## src/rtl/mux_scan_ctrl.sv

```systemverilog
// Scan controller for a 16-to-1 analog/digital mux: steps sel through all channels,
// waits SETTLE cycles on enabled channels, samples mux_out into word, then hands it off.
// state    | meaning
// S_IDLE   | waiting for start
// S_SETTLE | sel stable, waiting for the mux output to settle
// S_SAMPLE | capture mux_out into word[sel] (skip capture if masked), advance channel
// S_DONE   | word_valid high, waiting for word_ready
module mux_scan_ctrl #(
  parameter int SETTLE = 1
) (
  input  logic        clk,
  input  logic        rst_n,
  input  logic        start,
  input  logic [15:0] mask,
  input  logic        mux_out,
  output logic [3:0]  sel,
  output logic        busy,
  output logic [15:0] word,
  output logic        word_valid,
  input  logic        word_ready,
  output logic        overrun
);

  typedef enum logic [1:0] {S_IDLE, S_SETTLE, S_SAMPLE, S_DONE} state_t;

  localparam int         LP_LOAD_I = (SETTLE > 0) ? SETTLE - 1 : 0;
  localparam logic [3:0] LP_LOAD   = LP_LOAD_I[3:0];
  localparam logic       LP_HAS_SETTLE = (SETTLE > 0);

  state_t      r_state;
  state_t      w_state_next;
  logic [3:0]  r_sel;
  logic [3:0]  r_cnt;
  logic [15:0] r_mask;
  logic [15:0] r_word;
  logic        r_overrun;
  logic [3:0]  w_sel_next;

  assign w_sel_next = r_sel + 4'd1;

  always_ff @(posedge clk or negedge rst_n) begin
    if (!rst_n) r_state <= S_IDLE;
    else        r_state <= w_state_next;
  end

  // Masked channels skip SETTLE and spend their single cycle in S_SAMPLE without capturing.
  always_comb begin
    w_state_next = r_state;
    case (r_state)
      S_IDLE: begin
        if (start)
          w_state_next = (mask[0] && LP_HAS_SETTLE) ? S_SETTLE : S_SAMPLE;
      end
      S_SETTLE: begin
        if (r_cnt == 4'd0) w_state_next = S_SAMPLE;
      end
      S_SAMPLE: begin
        if (r_sel == 4'd15)
          w_state_next = S_DONE;
        else
          w_state_next = (r_mask[w_sel_next] && LP_HAS_SETTLE) ? S_SETTLE : S_SAMPLE;
      end
      S_DONE: begin
        if (word_ready) w_state_next = S_IDLE;
      end
      default: w_state_next = S_IDLE;
    endcase
  end

  always_comb begin
    busy       = 1'b0;
    word_valid = 1'b0;
    case (r_state)
      S_SETTLE, S_SAMPLE: busy       = 1'b1;
      S_DONE:             word_valid = 1'b1;
      default: ;
    endcase
  end

  always_ff @(posedge clk or negedge rst_n) begin
    if (!rst_n) begin
      r_sel     <= 4'd0;
      r_cnt     <= 4'd0;
      r_mask    <= 16'h0000;
      r_word    <= 16'h0000;
      r_overrun <= 1'b0;
    end else begin
      if (start && (r_state != S_IDLE)) r_overrun <= 1'b1;
      case (r_state)
        S_IDLE: begin
          if (start) begin
            r_mask <= mask;
            r_sel  <= 4'd0;
            r_word <= 16'h0000;
            r_cnt  <= LP_LOAD;
          end
        end
        S_SETTLE: begin
          if (r_cnt != 4'd0) r_cnt <= r_cnt - 4'd1;
        end
        S_SAMPLE: begin
          if (r_mask[r_sel]) r_word[r_sel] <= mux_out;
          // Wraps 15 -> 0 so sel reads 0 in DONE.
          r_sel <= w_sel_next;
          r_cnt <= LP_LOAD;
        end
        default: ;
      endcase
    end
  end

  assign sel     = r_sel;
  assign word    = r_word;
  assign overrun = r_overrun;

endmodule
```

## config.mk

```make
export PLATFORM = sky130hd
export DESIGN_NAME = mux_scan_ctrl
export DESIGN_NICKNAME = d
export VERILOG_FILES = /design/src/rtl/mux_scan_ctrl.sv
export SDC_FILE = /design/constraint.sdc
export NUM_CORES = 1
export LEC_CHECK = 0
export CORE_UTILIZATION = 30
export DETAILED_ROUTE_END_ITERATION = 6
export PLACE_DENSITY = 0.48
export SYNTH_ARGS = -nofsm -noshare
export SYNTH_HDL_FRONTEND = slang
export SYNTH_SLANG_ARGS = --single-unit
```

## constraint.sdc

```tcl
create_clock -name clk -period 2.7 [get_ports clk]
set_clock_uncertainty 0.1 [all_clocks]
set_input_delay 0.27 -clock clk [delete_from_list [all_inputs] [get_ports clk]]
set_output_delay 0.27 -clock clk [all_outputs]
set_load 0.02 [all_outputs]
```

# Word level (Yosys, flattened, before mapping)
# Cells that the tools add are included.
[totals]
in_bits = 21
reg_bits = 43
elab_cells = 57
out_inout_bits = 23
[classes]
n_eq_ne = 9
mux = 23
order_cmp = 3
n_reduce_logical = 14
n_addsub = 2
[ops]
columns = ["cell", "n"]
rows = [
  ["two-way mux 16 bit", 2],
  ["one-hot mux 16 bit (2 select lines)", 1],
  ["bitwise mux 16 bit", 1],
  ["two-way mux 2 bit", 6],
  ["one-hot mux 4 bit (3 select lines)", 1],
  ["less-than comparator 4 x 5 -> 1 bit, second input constant", 2],
  ["inequality test 2 bit, second input constant", 5],
  ["AND reduction 3 bit", 3],
  ["binary-select mux 1 bit (select 4 bit)", 2],
  ["two-way mux 4 bit", 2],
  ["one-hot mux 2 bit (4 select lines)", 1],
  ["one-hot mux 4 bit (2 select lines)", 1],
  ["two-way mux 1 bit", 5],
  ["adder 4 x 1 -> 4 bit, second input constant", 1],
  ["demux 1 bit (select 4 bit)", 1],
  ["== test 2 bit, second input constant", 2],
  ["== test 4 bit, second input constant", 1],
  [">= comparator 4 x 1 -> 1 bit, second input constant", 1],
  ["zero test 4 bit", 1],
  ["AND reduction 2 bit", 2],
  ["nonzero test 2 bit", 2],
  ["nonzero test 4 bit", 1],
  ["subtractor 4 x 1 -> 4 bit, second input constant", 1],
  ["nonzero test 3 bit", 1],
  ["4 further kinds", 5],
]

# Depth between registers and ports, before layout
# Gate-level depths: netlist of run 1.
[depth]
word_depth = 7
depth_mapped = 9
ltp_nobuf = 7

# Least setup slack after synthesis of run 1
# OpenSTA, ideal clock, no wires.
[synth_path]
kind = "flip-flop to flip-flop"
start = "register r_sel[0], in the netlist sel[0]"
end = "register r_word[9], in the netlist word[9]"
synth_period_minus_slack_ns = 2.356
path_stages_with_launch = 8
required_time_ns = 2.467
setup_ns = 0.133
setup_slack_ns = 0.344
path_buffers = 2
t_arrival_ns = 2.123
cell_sequence = "dfrtp_1 -> buf_2 -> mux4_2 -> mux2_2 -> a211oi_2 -> buf_4 -> nand4b_1 -> o21ai_0"
[synth_between]
elab_chain_cells = 7
elab_cells_between_ends = 12
classes_between = "order compare: 2; eq/ne: 1; mux: 7; reduce/logical: 2"
[synth_rtl]
columns = ["element", "line_no", "source"]
rows = [
  ["start, declared", "32", "logic [3:0] r_sel;"],
  ["start signal, assigned", "104", "r_sel <= w_sel_next;"],
  ["less-than comparator 4 x 5 -> 1 bit (not written as such) / >= comparator 4 x 1 -> 1 bit (equally long branches)", "102", "if (r_mask[r_sel]) r_word[r_sel] <= mux_out;"],
  ["logical AND 1 bit (not written as such)", "102", ""],
  ["two-way mux 1 bit (not written as such)", "102", ""],
  ["demux 1 bit (select 4 bit)", "102", ""],
  ["bitwise mux 16 bit", "102", ""],
  ["two-way mux 16 bit", "102", ""],
  ["one-hot mux 16 bit (2 select lines)", "89", "case (r_state)"],
  ["end signal, assigned by index", "102", ""],
  ["end, declared", "35", "logic [15:0] r_word;"],
]
# Parallel ways exist; a longest one is shown, timed or not. The select of a mux whose other input is x is not followed.
# A chain may end at the register's enable or synchronous reset.

# Worst setup path in the final report of run 1
[layout_path]
start = "register r_sel[1], in the netlist sel[1]"
end = "register r_state[0]"
[layout_between]
elab_chain_cells = 6
elab_cells_between_ends = 7
classes_between = "add/sub: 1; eq/ne: 1; mux: 5"
[layout_rtl]
columns = ["element", "line_no", "source"]
rows = [
  ["adder 4 x 1 -> 4 bit", "39", "assign w_sel_next = r_sel + 4'd1;"],
  ["binary-select mux 1 bit (select 4 bit)", "61", "w_state_next = (r_mask[w_sel_next] && LP_HAS_SETTLE) ? S_SETTLE : S_SAMPLE;"],
  ["two-way mux 1 bit (not written as such)", "61", ""],
  ["two-way mux 2 bit", "61", ""],
  ["two-way mux 2 bit *", "58", "if (r_sel == 4'd15)"],
  ["one-hot mux 2 bit (4 select lines) *", "49", "case (r_state)"],
  ["end signal, assigned", "43", "else r_state <= w_state_next;"],
  ["end, declared", "30", "state_t r_state;"],
]
# Every way passes the cells marked *; elsewhere a longest branch is shown, timed or not. The select of a mux whose other input is x is not followed.

==> results of run 1 <==
[registers in the layout, indices dropped and copies added (netlist names)]
signal	cells
r_mask	16
r_state	2
word	16
r_cnt	4
sel	4
overrun	1
[layer usage]
layer  part of all wire [%]  global-route usage, %  routed length, um  vias to the layer above
met5                      0                      0                  0                        -
met1                     49                   20.9               2840                      934
met4                   0.92                   3.39                 53                        0
met3                    3.5                   2.63                199                        6
li1                       -                      -                  -                      921
met2                     46                   22.3               2640                       36
[power by group through the flow]
stage,logic [mW],clock network [mW],registers (mW)
3_3_place_gp,1.57,0,1.01
4_1_cts,1.58,0.427,0.991
3_5_place_dp,1.58,0,1.00
5_1_grt,1.72,0.455,1.02
6_report,1.57,0.406,0.990
2_1_floorplan,1.10,0,0.985
[layout by cell type, fill, tap and decap left out, drive strengths merged, types with 2 or more instances in the layout]
master / count
clkinv: 2
nand3: 11
dfrtp: 43
buf: 9
nor2: 4
clkdlybuf4s50: 42
a211oi: 2
nor2b: 6
inv: 7
clkbuf: 6
or3b: 2
mux4: 7
nand2: 11
mux2: 17
mux2i: 6
o221ai: 2
nand2b: 3
o21ai: 23
a22o: 3
nand3b: 2
a21o: 5
ha: 10
a21oi: 2
nand4b: 4
o31ai: 12
a21boi: 12
[worst max-delay path by stage]
stage               depth (start not counted)         end  startpoint
floorplan                                   7     word[9]      sel[0]
global placement                            6  r_state[0]      sel[1]
detailed placement                          6  r_state[0]      sel[1]
CTS                                         6  r_state[0]      sel[1]
global route                                6  r_state[0]      sel[1]
finish                                      6  r_state[0]      sel[1]
[final cells by class]
cell class              count  area (um2)  share of cell area (%)
multi-input cells         158        1280                    41.5
clock buffers               6        72.6                    2.35
inverters                   8        30.0                   0.974
repair buffers             51         485                    15.7
flip-flops and latches     43        1080                    34.9
well taps                 102         128                    4.14
clock inverters             2        12.5                   0.406
[logic make-up after synthesis]
family | synth area share [%]
AOI/OAI and AO/OA | 18.5
and+or+nand+nor | 11.2
DFF | 43.9
muxes | 16.7
buffers and inverters | 3.98
adders and majority gates | 5.10
xor gates and xnor gates | 0.714
[critical path, cell delays in order, from the launching register on]
cell and delay [ns]:
dfrtp_1 0.60, ha_1 0.42, xor2_1 0.39, mux4_2 0.38, mux2i_1 0.15, mux2i_1 0.12, o21a_1 0.19
==> results.toml, run 1 <==
[clock_tree]
holdBufCountCts = 0
cts_resized = 0
cts-buffers-inserted = 5
cts_root_buf = "clkbuf_8"
ctsHtreeMaxLevel = 2
post-cts-setup-buffer-count = 0
clk_latency_ns = 0.30
clk_pin_slew_worst_paths_ns = 0.09
cts_tree = "built"
numClockSinks = 43
clk_path_buf_depth = 2

[route]
num_vias = 1897
wirelength_um = 5730
dr.pass1.iters = 4
viasPerCell = 5.13
drc = 0
drt_iter0_drc = 81
ant_nets = 0
post_drt_wl_per_cell_um = 15.5

[critical_path]
r2r-start = "sel[1]"
endpoint_kind = "flop"
rrSetupSlack_ns = 0.24
crit_fanout = 11
arrival_ns = 2.54
reg2reg_to = "r_state[0]"
crit_required_ns = 2.78
cp-start-kind = "flop"
crit_type = "flop to flop"
ff2ff_path_depth = 6

[logic_synthesis]
syn_inst = 225
ys_top_cells_by_count = "dfrtp_1 (43), o21ai_0 (19), mux2_2 (17), a21boi_0 (12), o31ai_1 (12)"
synthDistinctLibCells = 45
async_flop_share_pct = 100
syn_area_per_cell_um2 = 10.9
synth-main-ff-cell = "dfrtp_1"
syn_nets = 256
ys_seq_area_share_pct = 43.9
synth_area_leader_cell = "dfrtp_1"
syn-cell-area_um2 = 2450
synth_top_area_share_pct = 43.9
synth_edf_count = 0
ys_warn_count = 0
synth_seq_cells = 43
synth_most_common_cell = "dfrtp_1"
synthTopCellsByArea = "dfrtp_1 (44%), mux2_2 (7.8%), mux4_2 (6.4%), ha_1 (5.1%), o21ai_0 (3.9%)"

[status]
status = "finished clean"

[layout]
stdcell_count = 370
nNetsFinal = 298
final_area_um2 = 3080
final_util_pct = 39.5
fillers = 774
antenna_cells = 0
drive_gt1_share_pct = 16.0
area_delta_synth_final_pct = 25.7

[placed_design]
dp_hpwl_um = 4200
port_buffers = 43
gp_congestion = 0.791
placed_cell_area_um2 = 3000
dp.cells = 362
pre_cts_slack_ns = 0.245

[sta]
slew_headroom_pct = 34.0
setup_slack_ns = 0.240
rsz0062_at_grt = "false"
period_share_pct = 91.1
whs_ns = 0.0309
setup_viol = 0
worst_pin_slew_ns = 0.991
hold_violations = 0
period_needed_ns = 2.46
finalMaxSlewViolations = 0
tns_ns = 0
max_freq_mhz = 406

[global_route]
antenna_found_initial = 0
grt_pass1_vias = 1861
grt_first_pass_wirelength_um = 9760
grt_usage_pct = 14.5
grt_start_max_net_pins = 44
grt-ovfl-total = 0

[power]
swShare_pct = 40.3
p_leak_nw = 1.26
seq_power_share_pct = 33.4
cell_internal_pwr_mw = 1.77
clockPowerShare_pct = 13.7
p_sw_mw = 1.20
combPwrFrac_pct = 52.9
peakVddDrop_mv = 0.310
power_mw = 2.96
power_density_nw_per_um2 = 961

[floorplanning]
dieArea_um2 = 8540
core_area_um2 = 7810
num_rows = 32
ios = 44
die_x_um = 92.4
die_y_um = 92.4
initial_core_util_pct = 31.4

[flow_run]
maxCapViolations = 0

[worst_hold_path]
hp-class = "input port to asynchronous set/reset pin"
Power figures use the tool's default switching activity.
==> run 2: changes to the inputs <==
--- a/config.mk
+++ b/config.mk
@@ -5,6 +5,7 @@
 export SDC_FILE = /design/constraint.sdc
 export NUM_CORES = 1
 export LEC_CHECK = 0
+export CAP_MARGIN = 20
 export CORE_UTILIZATION = 30
 export DETAILED_ROUTE_END_ITERATION = 6
 export PLACE_DENSITY = 0.48
==> results.toml, run 2 (synthesis results as in run 1) <==
[route]
post_drt_wl_per_cell_um = 15.4
dr.pass1.iters = 4
drt_iter0_drc = 88
drc = 0
wirelength_um = 5720
viasPerCell = 5.12
ant_nets = 0
num_vias = 1903

[clock_tree]
clk_latency_ns = 0.30
post-cts-setup-buffer-count = 0
cts_tree = "built"
clk_path_buf_depth = 2
clk_pin_slew_worst_paths_ns = 0.09
cts-buffers-inserted = 5
ctsHtreeMaxLevel = 2
numClockSinks = 43
cts_root_buf = "clkbuf_8"

[sta]
setup_viol = 0
hold_violations = 0
finalMaxSlewViolations = 0
tns_ns = 0
whs_ns = 0.363
period_share_pct = 91.1
slew_headroom_pct = 54.9
period_needed_ns = 2.46
rsz0062_at_grt = "false"
worst_pin_slew_ns = 0.674
max_freq_mhz = 407

[floorplanning]
die_x_um = 92.4
num_rows = 32
initial_core_util_pct = 31.4
ios = 44
core_area_um2 = 7810
die_y_um = 92.4
dieArea_um2 = 8540

[global_route]
grt_first_pass_wirelength_um = 9760
antenna_found_initial = 0
grt_usage_pct = 14.5
grt_start_max_net_pins = 44
grt-ovfl-total = 0
grt_pass1_vias = 1861

[critical_path]
r2r-start = "sel[1]"
ff2ff_path_depth = 6
crit_fanout = 11
crit_required_ns = 2.78
crit_start = "sel[1]"
rrSetupSlack_ns = 0.24
cp-start-kind = "flop"
reg2reg_to = "r_state[0]"
endpoint_kind = "flop"
arrival_ns = 2.54
crit_type = "flop to flop"

[worst_hold_path]
hp-start = "overrun"
hold_path_depth = 1
min_to = "overrun"
hp-class = "flop to flop"

[flow_run]
maxCapViolations = 0

[layout]
fillers = 771
area_delta_synth_final_pct = 27.2
antenna_cells = 0
drive_gt1_share_pct = 16.3
nNetsFinal = 300
final_common_cell = "dfrtp_1"
mostFrequentLayoutCells = "dfrtp_1 (43), clkdlybuf4s50_1 (42), o21ai_0 (18)"

[placed_design]
port_buffers = 43
dp_hpwl_um = 4200
gp_congestion = 0.791

[power]
power_density_nw_per_um2 = 951
peakVddDrop_mv = 0.308
p_leak_nw = 1.28

[status]
status = "finished clean"
[run 2: changes by cell type in the layout (fill, tap and decap cells not counted)]
cell | previous run | this run
buf_16 | 0 | 1
dlygate4sd3_1 | 0 | 1
[run 2: layout make-up]
| cell class | instances | area [um2] | share of cell area (%) |
|---|---|---|---|
| clock buffer | 6 | 72.6 | 2.32 |
| clock inverter | 2 | 12.5 | 0.401 |
| inverter | 8 | 30.0 | 0.962 |
| multi-input combinational | 158 | 1280 | 41.0 |
| sequential | 43 | 1080 | 34.5 |
| tap | 102 | 128 | 4.09 |
| timing repair buffer | 53 | 523 | 16.8 |
[run 2: metal layers]
| metal | GRT usage [%] | vias to the layer above | wire (um) |
|---|---|---|---|
| met5 | 0 | - | 0 |
| met4 | 3.39 | 0 | 53 |
| met3 | 2.63 | 6 | 230 |
| met2 | 22.3 | 45 | 2630 |
| met1 | 20.9 | 929 | 2810 |
| li1 | - | 923 | - |
[run 2: per-stage QoR]
step | setup WS, ns | power [mW] | utilization (%) | instance area (um2) | std cells
3_5_place_dp | 0.245 | 2.58 | 38.4 | 3000 | 362
4_1_cts | 0.231 | 3.00 | 39.5 | 3080 | 370
3_3_place_gp | 0.381 | 2.58 | 38.4 | 3000 | 362
5_1_grt | 0.0872 | 3.20 | 40.0 | 3120 | 372
2_1_floorplan | 0.344 | 2.09 | - | 2450 | 225
6_report | 0.241 | 2.97 | 40.0 | 3120 | 372
[run 2: critical path, stage by stage (launching register included)]
cell and delay (ns):
dfrtp_1 0.60, ha_1 0.42, xor2_1 0.39, mux4_2 0.38, mux2i_1 0.15, mux2i_1 0.12
o21a_1 0.19
[run 2: power breakdown]
group / internal [mW] / leakage (nW) / switching (mW)
combinational: 0.767 / 0.686 / 0.805
sequential: 0.826 / 0.554 / 0.164
clock: 0.181 / 0.0412 / 0.225
[run 2: worst max-delay path by stage]
stage	cells past startpoint	to
after floorplan	7	word[9]
after global placement	6	r_state[0]
after detailed placement	6	r_state[0]
after CTS	6	r_state[0]
after global routing	6	r_state[0]
final	6	r_state[0]
[run 2: timing repair]
item / in CTS / in global routing
endpoints found under the hold margin: 0 / 21
resized for setup: 0 / 0
hold buffers: 0 / 1
